==> src/rtl/fpu_pkg.sv <==
// Shared FP32 constants, state and classification types for the float-to-fixed converter.
package fpu_pkg;

   localparam int SIGN_W   = 1;
   localparam int EXP_W    = 8;
   localparam int FP_FRAC_W = 23;
   localparam int MANT_W   = FP_FRAC_W + 1;
   localparam int EXP_BIAS = 127;

   localparam logic [EXP_W-1:0] EXP_ZERO = 8'd0;
   localparam logic [EXP_W-1:0] EXP_MAX  = 8'd255;

   localparam logic [31:0] SAT_POS = 32'h7FFF_FFFF;
   localparam logic [31:0] SAT_NEG = 32'h8000_0000;

   typedef enum logic [1:0] {
      IDLE,
      SHIFT,
      DONE
   } state_t;

   typedef enum logic [2:0] {
      CLS_NORMAL,
      CLS_ZERO,
      CLS_NAN,
      CLS_SAT,
      CLS_UNDER
   } fp_class_t;

endpackage

==> src/rtl/fp_to_fixed_if.sv <==
// Operand/result handshake bundle; out_inexact exists only with FP_TO_FIXED_INEXACT_EN.
interface fp_to_fixed_if;

   logic        in_valid;
   logic        in_ready;
   logic [31:0] in_data;
   logic        out_valid;
   logic        out_ready;
   logic [31:0] out_data;
   logic        out_ovf;
   logic        out_nan;
`ifdef FP_TO_FIXED_INEXACT_EN
   logic        out_inexact;

   modport slave (
      input  in_valid, in_data, out_ready,
      output in_ready, out_valid, out_data, out_ovf, out_nan, out_inexact
   );
   modport master (
      output in_valid, in_data, out_ready,
      input  in_ready, out_valid, out_data, out_ovf, out_nan, out_inexact
   );
`else
   modport slave (
      input  in_valid, in_data, out_ready,
      output in_ready, out_valid, out_data, out_ovf, out_nan
   );
   modport master (
      output in_valid, in_data, out_ready,
      input  in_ready, out_valid, out_data, out_ovf, out_nan
   );
`endif

endinterface

==> src/rtl/fp_unpack.sv <==
// Combinational FP32 field extraction, shift computation and special-case classification.
module fp_unpack
   import fpu_pkg::*;
#(
   parameter int FRAC_W = 16
) (
   input  logic [31:0]       data,
   output logic              sign,
   output logic [MANT_W-1:0] mant,
   output logic signed [9:0] k,
   output fp_class_t         cls
);

   localparam int K_OFFSET = EXP_BIAS + FP_FRAC_W;

   logic [EXP_W-1:0]     exp_f;
   logic [FP_FRAC_W-1:0] frac_f;

   assign sign   = data[31];
   assign exp_f  = data[30:23];
   assign frac_f = data[22:0];
   assign mant   = {1'b1, frac_f};

   // k = (e - bias) - 23 + FRAC_W, evaluated in 10-bit signed
   assign k = $signed({2'b00, exp_f}) - $signed(10'(K_OFFSET)) + $signed(10'(FRAC_W));

   always_comb begin
      cls = CLS_NORMAL;
      if (exp_f == EXP_ZERO) begin
         cls = CLS_ZERO;
      end else if (exp_f == EXP_MAX) begin
         cls = (frac_f != '0) ? CLS_NAN : CLS_SAT;
      end else if (k >= 10'sd8) begin
         cls = CLS_SAT;
      end else if (k <= -10'sd24) begin
         cls = CLS_UNDER;
      end
   end

endmodule

==> src/rtl/fp_to_fixed.sv <==
// Serial FP32 -> signed 32-bit fixed-point converter (one shift per cycle).
// Optional out_inexact sticky flag under macro FP_TO_FIXED_INEXACT_EN.
module fp_to_fixed
   import fpu_pkg::*;
#(
   parameter int FRAC_W = 16
) (
   input logic          clk,
   input logic          rst,
   fp_to_fixed_if.slave bus
);

   state_t state, state_nxt;

   logic              u_sign;
   logic [MANT_W-1:0] u_mant;
   logic signed [9:0] u_k;
   fp_class_t         u_cls;

   logic        accept;
   logic [9:0]  k_abs;
   logic        sign_q;
   logic        left_q;
   logic [9:0]  count_q;
   logic [31:0] mag_q;
   logic [31:0] data_q;
   logic        ovf_q;
   logic        nan_q;

   fp_unpack #(.FRAC_W(FRAC_W)) u_unpack (
      .data (bus.in_data),
      .sign (u_sign),
      .mant (u_mant),
      .k    (u_k),
      .cls  (u_cls)
   );

   assign accept = bus.in_valid && (state == IDLE);
   assign k_abs  = u_k[9] ? (~u_k + 10'd1) : u_k;

   assign bus.in_ready  = (state == IDLE);
   assign bus.out_valid = (state == DONE);
   assign bus.out_data  = data_q;
   assign bus.out_ovf   = ovf_q;
   assign bus.out_nan   = nan_q;

   always_ff @(posedge clk or posedge rst) begin
      if (rst) begin
         state <= IDLE;
      end else begin
         state <= state_nxt;
      end
   end

   always_comb begin
      state_nxt = state;
      unique case (state)
         IDLE:    if (accept) state_nxt = (u_cls == CLS_NORMAL) ? SHIFT : DONE;
         SHIFT:   if (count_q == '0) state_nxt = DONE;
         DONE:    if (bus.out_ready) state_nxt = IDLE;
         default: state_nxt = IDLE;
      endcase
   end

`ifdef FP_TO_FIXED_INEXACT_EN
   logic inexact_q;
   assign bus.out_inexact = inexact_q;

   always_ff @(posedge clk or posedge rst) begin
      if (rst) begin
         inexact_q <= 1'b0;
      end else if (accept) begin
         inexact_q <= (u_cls == CLS_UNDER);
      end else if (state == SHIFT && count_q != '0 && !left_q) begin
         inexact_q <= inexact_q | mag_q[0];
      end
   end
`endif

   // Direct cases resolve their result at acceptance; shifted cases at SHIFT exit
   always_ff @(posedge clk or posedge rst) begin
      if (rst) begin
         sign_q  <= 1'b0;
         left_q  <= 1'b0;
         count_q <= '0;
         mag_q   <= '0;
         data_q  <= '0;
         ovf_q   <= 1'b0;
         nan_q   <= 1'b0;
      end else begin
         unique case (state)
            IDLE: begin
               if (accept) begin
                  sign_q  <= u_sign;
                  left_q  <= ~u_k[9];
                  count_q <= k_abs;
                  mag_q   <= {8'h00, u_mant};
                  unique case (u_cls)
                     CLS_NAN: begin
                        data_q <= '0;
                        ovf_q  <= 1'b0;
                        nan_q  <= 1'b1;
                     end
                     CLS_SAT: begin
                        data_q <= u_sign ? SAT_NEG : SAT_POS;
                        ovf_q  <= 1'b1;
                        nan_q  <= 1'b0;
                     end
                     CLS_ZERO, CLS_UNDER: begin
                        data_q <= '0;
                        ovf_q  <= 1'b0;
                        nan_q  <= 1'b0;
                     end
                     default: ;
                  endcase
               end
            end
            SHIFT: begin
               if (count_q != '0) begin
                  count_q <= count_q - 10'd1;
                  mag_q   <= left_q ? (mag_q << 1) : (mag_q >> 1);
               end else begin
                  data_q <= sign_q ? -mag_q : mag_q;
                  ovf_q  <= 1'b0;
                  nan_q  <= 1'b0;
               end
            end
            default: ;
         endcase
      end
   end

endmodule

==> src/flat_wrapper.sv <==
// flat-port wrapper written by rule: the top's interface ports become plain ports
module fp_to_fixed_flat import fpu_pkg::*;
#(
   parameter int FRAC_W = 16
)
  (clk, rst, bus_in_valid, bus_in_data, bus_out_ready, bus_in_ready, bus_out_valid, bus_out_data, bus_out_ovf, bus_out_nan);
  fp_to_fixed_if bus_i ();
  input logic clk;
  input logic rst;
  input wire logic [$bits(bus_i.in_valid)-1:0] bus_in_valid;
  input wire logic [$bits(bus_i.in_data)-1:0] bus_in_data;
  input wire logic [$bits(bus_i.out_ready)-1:0] bus_out_ready;
  output wire logic [$bits(bus_i.in_ready)-1:0] bus_in_ready;
  output wire logic [$bits(bus_i.out_valid)-1:0] bus_out_valid;
  output wire logic [$bits(bus_i.out_data)-1:0] bus_out_data;
  output wire logic [$bits(bus_i.out_ovf)-1:0] bus_out_ovf;
  output wire logic [$bits(bus_i.out_nan)-1:0] bus_out_nan;
  assign bus_i.in_valid = bus_in_valid;
  assign bus_i.in_data = bus_in_data;
  assign bus_i.out_ready = bus_out_ready;
  assign bus_in_ready = bus_i.in_ready;
  assign bus_out_valid = bus_i.out_valid;
  assign bus_out_data = bus_i.out_data;
  assign bus_out_ovf = bus_i.out_ovf;
  assign bus_out_nan = bus_i.out_nan;
  fp_to_fixed #(.FRAC_W(FRAC_W)) u_core (.clk(clk), .rst(rst), .bus(bus_i));
endmodule
==> config.mk <==
export PLATFORM = sky130hd
export DESIGN_NAME = fp_to_fixed_flat
export DESIGN_NICKNAME = d
export VERILOG_FILES = /design/src/rtl/fpu_pkg.sv /design/src/rtl/fp_to_fixed_if.sv /design/src/rtl/fp_unpack.sv /design/src/rtl/fp_to_fixed.sv /design/src/flat_wrapper.sv
export SDC_FILE = /design/constraint.sdc
export NUM_CORES = 1
export LEC_CHECK = 0
export ABC_AREA = 1
export BUFFER_PORTS_ARGS = -buffer_cell sky130_fd_sc_hd__buf_2
export CAP_MARGIN = 20
export CORE_MARGIN = 2
export CORE_UTILIZATION = 59
export CTS_CLUSTER_DIAMETER = 60
export CTS_CLUSTER_SIZE = 8
export DETAILED_ROUTE_END_ITERATION = 10
export HOLD_SLACK_MARGIN = 0.02
export PLACE_DENSITY = 0.81
export SYNTH_ARGS = -nofsm -noshare
export SYNTH_HDL_FRONTEND = slang
export SYNTH_SLANG_ARGS = --single-unit
==> constraint.sdc <==
create_clock -name clk -period 2.38 [get_ports clk]
set_input_delay 0.119 -clock clk [delete_from_list [all_inputs] [get_ports clk]]
set_output_delay 0.119 -clock clk [all_outputs]
set_load 0.03 [all_outputs]
==> summary.txt, run 1 <==
Outcome: completed
Area occupied by multi-input gates: 0.003005 mm^2
GRT overflow: 0
Largest net degree at the start of global routing: 63
Fmax: 0.4606 GHz
Setup crit end kind: register
Initial Util: 60.30%
Max-capacitance violation count: 0
All-Layer GR Usage: 30.25%
LEAKAGE: 3.385 nW
Clock sink count: 80
Detailed Route WL: 15.13 mm
Design area: 0.006495 mm^2
Skew-Pair Late Insertion Delay: 370 ps
CTS tree: done
Syn_nets: 893
Ant diodes: 0
R2r setup slk: 220 ps
Rel. slew slack: 57.85%
# DRC: 0
Nets: 976
Synth warn: 0
Fin. max-slew vios: 0
Post-DP HPWL: 10.29 mm
Die width: 100.9 um
Sequential area share after synthesis: 36.10%
Fraction of layout cells with a size suffix above 1: 15.72%
Via count: 5972
Reg2reg start: u_core.mag_q[1]$_DFFE_PP0P_
RSZ-0062 raised after global routing: no
Most frequent cells in the layout: nand2_1, o21ai_0, inv_1
Register area: 0.002002 mm^2
Final worst path period share: 91.22%
Clock transition at the registers of the reported paths: 80 ps
Clock skew: 13.87 ps
DR WL/cell: 14.47 um
Worst Tran Pin Value: 631.6 ps
Vias per Instance: 5.709
Die span in y: 100.9 um
Length of the first detailed-routing pass in iterations: 5
PD cells: 1238 mW/mm^2
ANT nets after route: 0
P&R area growth vs syn: 17.13%
Final Hold Fails: 0
Row cnt: 35
I/O pin count: 72
IO Port Bufs: 71
Worst Setup SP: bus_in_data[24]
Clock Path Buffers: 2
Peak VDD IR: 0.8189 mV
Final Critical Period: 2171 ps
CORE AREA: 0.009196 mm^2
Synth Area per Inst: 6.547 um^2
R2R Path End: u_core.bus.out_data[26]$_DFFE_PP0P_
Yosys reg bits: 80
Initial antenna violation count: 0
Synth Instances: 847
Worst EP arrival: 2430 ps
Synth cell types: 34
Initial DRC count: 544
CTS root buf: clkbuf_8
H-tree depth: 3
Crit start category: input pin
CP endpoint: u_core.bus.out_data[2]$_DFFE_PP0P_
Hold Worst Slack: 23.48 ps
Mapped Area: 0.005545 mm^2
Setup TNS: 0 ps
Worst path required time: 2640 ps
WS Path Type: in2reg
Die area: 0.01019 mm^2
Vias in the first global route: 5639
Placer Congestion: 0.8978
CTS Buf Count: 9
Reg2Reg Depth: 12
Filler cell count: 793
First-pass GRT wire length: 25.07 mm
Commonest non-fill, non-tap cell in the layout: nand2_1
Final setup violation count: 0
Worst min path class: in2reg
CP Max Fanout: 5
Placed instance area: 0.006178 mm^2
[sequential cells by signal, summed over array words and instances, names as in the netlist]
register             count
u_core.state             2
u_core.left_q            1
u_core.mag_q            32
u_core.bus.out_ovf       1
u_core.count_q          10
u_core.bus.out_data     32
u_core.bus.out_nan       1
u_core.sign_q            1
[power by group]
part           total, mW  switching [mW]  internal (mW)  leakage (nW)
Clock               1.23           0.529          0.698         0.110
Combinational       4.45            3.01           1.44          2.26
Sequential          2.36           0.451           1.91          1.01
Total               8.04            3.99           4.05          3.38
[worst max-delay path, stage by stage]
cell	delay (ps)
buf_2	110
ha_1	230
o21ai_2	160
nand2_1	60
nand2_1	100
inv_1	90
ha_1	330
nand4_1	110
o21ai_0	90
nor2_1	110
nand2_1	90
nand2_2	90
nand2_2	60
nor2_2	320
nor2_4	70
buf_4	170
nand2_1	70
nand2_1	40
[through the flow]
step | power [mW] | instances | util (%) | worst slack, ps
floorplan | 5.374 | 847 | - | 158.5
detailed placement | 6.571 | 1024 | 67.18 | -308.0
finish | 8.040 | 1046 | 70.63 | 209.1
global route | 8.671 | 1046 | 70.63 | 25.83
CTS | 7.872 | 1043 | 70.10 | 64.65
global placement | 6.416 | 1024 | 67.18 | -101.3
[area by class of cell]
type,count,share of cell area (%)
Multi-Input combinational cell,630,46.27
Sequential cell,80,30.82
Timing Repair Buffer,113,11.56
Inverter,96,5.567
Tap cell,111,2.138
Clock buffer,11,2.023
Clock inverter,5,1.618
[kinds of logic after synthesis]
| group | Yosys count | share of synthesized area [%] |
|---|---|---|
| XOR/XNOR | 7 | 1.106 |
| AO/OA/AOI/OAI | 209 | 19.83 |
| adder cells (fa/ha/maj) | 10 | 2.256 |
| AND/OR/NAND/NOR | 403 | 30.78 |
| buffers and inverters | 138 | 9.927 |
| flip-flops | 80 | 36.10 |
[cell usage after synthesis]
master / count / area [um^2]
xnor2_1: 2 / 17.52
a21boi_0: 1 / 7.510
buf_1: 6 / 22.52
o21ai_1: 16 / 80.08
o21ai_2: 1 / 8.760
buf_4: 3 / 22.52
or2_2: 1 / 6.260
clkbuf_1: 26 / 97.59
nand3_2: 1 / 10.01
nand2_1: 239 / 897.1
nor4_1: 4 / 25.02
inv_2: 3 / 11.26
nor2_4: 2 / 22.52
nor3_1: 14 / 70.07
o21ai_4: 1 / 16.27
o21ai_0: 112 / 560.5
o31ai_1: 2 / 15.01
nand2_2: 8 / 50.05
nor2_1: 59 / 221.5
and2_1: 1 / 6.260
nand3b_1: 2 / 15.01
a21oi_1: 61 / 305.3
inv_1: 93 / 349.1
nand4_1: 16 / 100.1
dfrtp_1: 80 / 2002
ha_1: 10 / 125.1
buf_2: 5 / 25.02
xor2_1: 5 / 43.79
o211ai_1: 9 / 67.56
a22oi_1: 1 / 7.510
buf_6: 2 / 22.52
nor2_2: 2 / 12.51
nand3_1: 54 / 270.3
a31oi_1: 5 / 31.28
[worst min-delay path by stage]
stage	slack [ps]	depth (start not counted)	to	start
5_1_grt	30	3	u_core.mag_q[11]$_DFFE_PP0P_	bus_in_data[11]
2_1_floorplan	280	2	u_core.mag_q[1]$_DFFE_PP0P_	bus_in_data[1]
4_1_cts	20	3	u_core.mag_q[1]$_DFFE_PP0P_	bus_in_data[1]
6_report	20	3	u_core.mag_q[1]$_DFFE_PP0P_	bus_in_data[1]
3_5_place_dp	220	2	u_core.bus.out_data[19]$_DFFE_PP0P_	rst
3_3_place_gp	210	2	u_core.bus.out_data[19]$_DFFE_PP0P_	rst
[layer usage]
layer	vias up	routed length, um	global-route usage (%)
li1	2942	-	-
met1	2752	6457	37.75
met2	238	7372	52.21
met3	40	900	5.062
met4	0	402	11.95
met5	-	0	0
[repair_timing]
| action | CTS | global route |
|---|---|---|
| cloned | 1 | 0 |
| pin swaps | 1 | 2 |
| endpoints found under the setup margin | 34 | 34 |
| resized for setup | 1 | 1 |
| setup buffers | 0 | 3 |
| hold buffers | 2 | 0 |
| hold endpoints to repair | 35 | 0 |
No activity file was read; power rests on OpenSTA's default activity.
==> run 2: changes to the inputs <==
--- a/config.mk
+++ b/config.mk
@@ -14,7 +14,7 @@
 export CTS_CLUSTER_SIZE = 8
 export DETAILED_ROUTE_END_ITERATION = 10
 export HOLD_SLACK_MARGIN = 0.02
-export PLACE_DENSITY = 0.81
+export PLACE_DENSITY = 0.83
 export SYNTH_ARGS = -nofsm -noshare
 export SYNTH_HDL_FRONTEND = slang
 export SYNTH_SLANG_ARGS = --single-unit
==> summary.txt, run 2 (synthesized netlist as in run 1, its figures left out) <==
Clock skew: 15.32 ps
Die span in y: 100.9 um
GRT overflow: 0
Final setup violation count: 0
All-Layer GR Usage: 29.28%
Via count: 5783
WL met1: 6.784 mm
Initial Util: 60.30%
Crit start category: register
Ant diodes: 0
LEAKAGE: 3.285 nW
Setup crit end kind: register
PD cells: 1194 mW/mm^2
Met2 WL: 6.224 mm
Hold Worst Slack: 28.93 ps
Worst min path class: in2reg
CP max-delay cell: dfrtp_1
Met3 WL post-DR: 1.209 mm
Fraction of layout cells with a size suffix above 1: 14.77%
Post-DP HPWL: 10.49 mm
Outcome: completed
Row cnt: 35
Rel. slew slack: 63.49%
Fmax: 0.4590 GHz
Peak VDD IR: 0.6353 mV
ANT nets after route: 0
I/O pin count: 72
Number of setup buffers added after CTS: 0
First-pass GRT wire length: 24.13 mm
Initial antenna violation count: 0
Max-capacitance violation count: 0
Worst path required time: 2680 ps
Critical path cell sequence: inv_1, ha_1, nand2_1, nor2_2, nand2_1, nor2_1, a21oi_1, inv_1, o31ai_1, nor2_1, inv_1, nor2_4, buf_12, nand2_1, nand2_1
Largest net degree at the start of global routing: 70
CTS Buf Count: 9
Die width: 100.9 um
CTS tree: done
Worst Tran Pin Value: 547.6 ps
Nets: 962
# DRC: 0
Setup TNS: 0 ps
CP Max Fanout: 34
Most frequent cells in the layout: nand2_1, o21ai_0, inv_1
Area occupied by multi-input gates: 0.003004 mm^2
Clock transition at the registers of the reported paths: 90 ps
Final worst path period share: 91.54%
Most used cell, CP: nand2_1
Design area: 0.006314 mm^2
Register area: 0.002002 mm^2
Clock sink count: 80
Placed instance area: 0.006107 mm^2
Setup slack at placement: -21.02 ps
Initial DRC count: 555
Skew-Pair Late Insertion Delay: 370 ps
CORE AREA: 0.009196 mm^2
Fin. max-slew vios: 0
H-tree depth: 3
Worst EP arrival: 2480 ps
Final Hold Fails: 0
Placed cells: 1014
Detailed Route WL: 14.39 mm
Fin worst setup slack: 201.2 ps
Clock Path Buffers: 2
Vias per Instance: 5.604
WS Path Type: reg2reg
IO Port Bufs: 71
CTS root buf: clkbuf_8
Die area: 0.01019 mm^2
Filler cell count: 855
P&R area growth vs syn: 13.85%
DR WL/cell: 13.95 um
Placer Congestion: 0.9457
Max stage delay on crit path: 360 ps
Fin cells: 1032
Length of the first detailed-routing pass in iterations: 5
Vias in the first global route: 5076
Commonest non-fill, non-tap cell in the layout: nand2_1
Top Layer Used: met4
Final Critical Period: 2179 ps
## run 2: changes by cell type in the layout (fill, tap and decap cells not counted), sizes merged
cell      delta
bufinv       -3
inv          +3
buf         -13
clkinv       +1
clkinvlp     +1
clkbuf       -2
nor2         -1
## run 2: final cells by class
type                       count  area share [%]
tap                          111           2.200
multi-input combinational    629           47.58
timing repair buffer         100           9.948
clock inverter                 7          0.8918
sequential                    80           31.71
clock buffer                   9           1.962
inverter                      96           5.707
## run 2: path summary, 6_finish.rpt
check | start | endpoint | slack, ps | cells past startpoint
min reg2reg | u_core.bus.out_data[6]$_DFFE_PP0P_ | u_core.bus.out_data[6]$_DFFE_PP0P_ | 480 | 2
min | bus_in_data[11] | u_core.mag_q[11]$_DFFE_PP0P_ | 30 | 3
min in group asynchronous | rst | u_core.bus.out_data[4]$_DFFE_PP0P_ | 260 | 3
max in group asynchronous | rst | u_core.bus.out_data[15]$_DFFE_PP0P_ | 1450 | 4
max reg2reg | u_core.count_q[0]$_DFFE_PP0P_ | u_core.bus.out_data[21]$_DFFE_PP0P_ | 200 | 15
max | u_core.count_q[0]$_DFFE_PP0P_ | u_core.bus.out_data[21]$_DFFE_PP0P_ | 200 | 15
## run 2: repair_timing
action | 4_1_cts | 5_1_grt
gates resized for setup | 0 | 2
endpoints found under the setup margin | 0 | 70
hold buffers | 2 | 0
hold endpoints to repair | 15 | 0
## run 2: metrics by stage
step | power [mW] | utilization, %
after floorplan | 5.374 | -
after global placement | 6.381 | 66.41
after detailed placement | 6.516 | 66.41
after CTS | 7.479 | 68.59
after global routing | 8.185 | 68.65
final | 7.541 | 68.65
## run 2: layer usage
layer / vias up / global-route usage, %
met2: 216 / 42.62
met1: 2639 / 43.94
met3: 19 / 6.241
met5: - / 0
met4: 0 / 8.212
li1: 2909 / -
## run 2: where the power goes
group          switching, mW  total, mW  internal [mW]
registers              0.439       2.35           1.91
clock network          0.573      0.963          0.390
logic                   2.92       4.23           1.30
total                   3.94       7.54           3.60
## run 2: worst max-delay path: cells and delay by family (launching register included)
kind	cells	cell delay, ps
flip-flops	1	360
buffers and inverters	4	470
AND/OR/NAND/NOR	8	920
adder cells (fa/ha/maj)	1	180
AO/OA/AOI/OAI	2	180
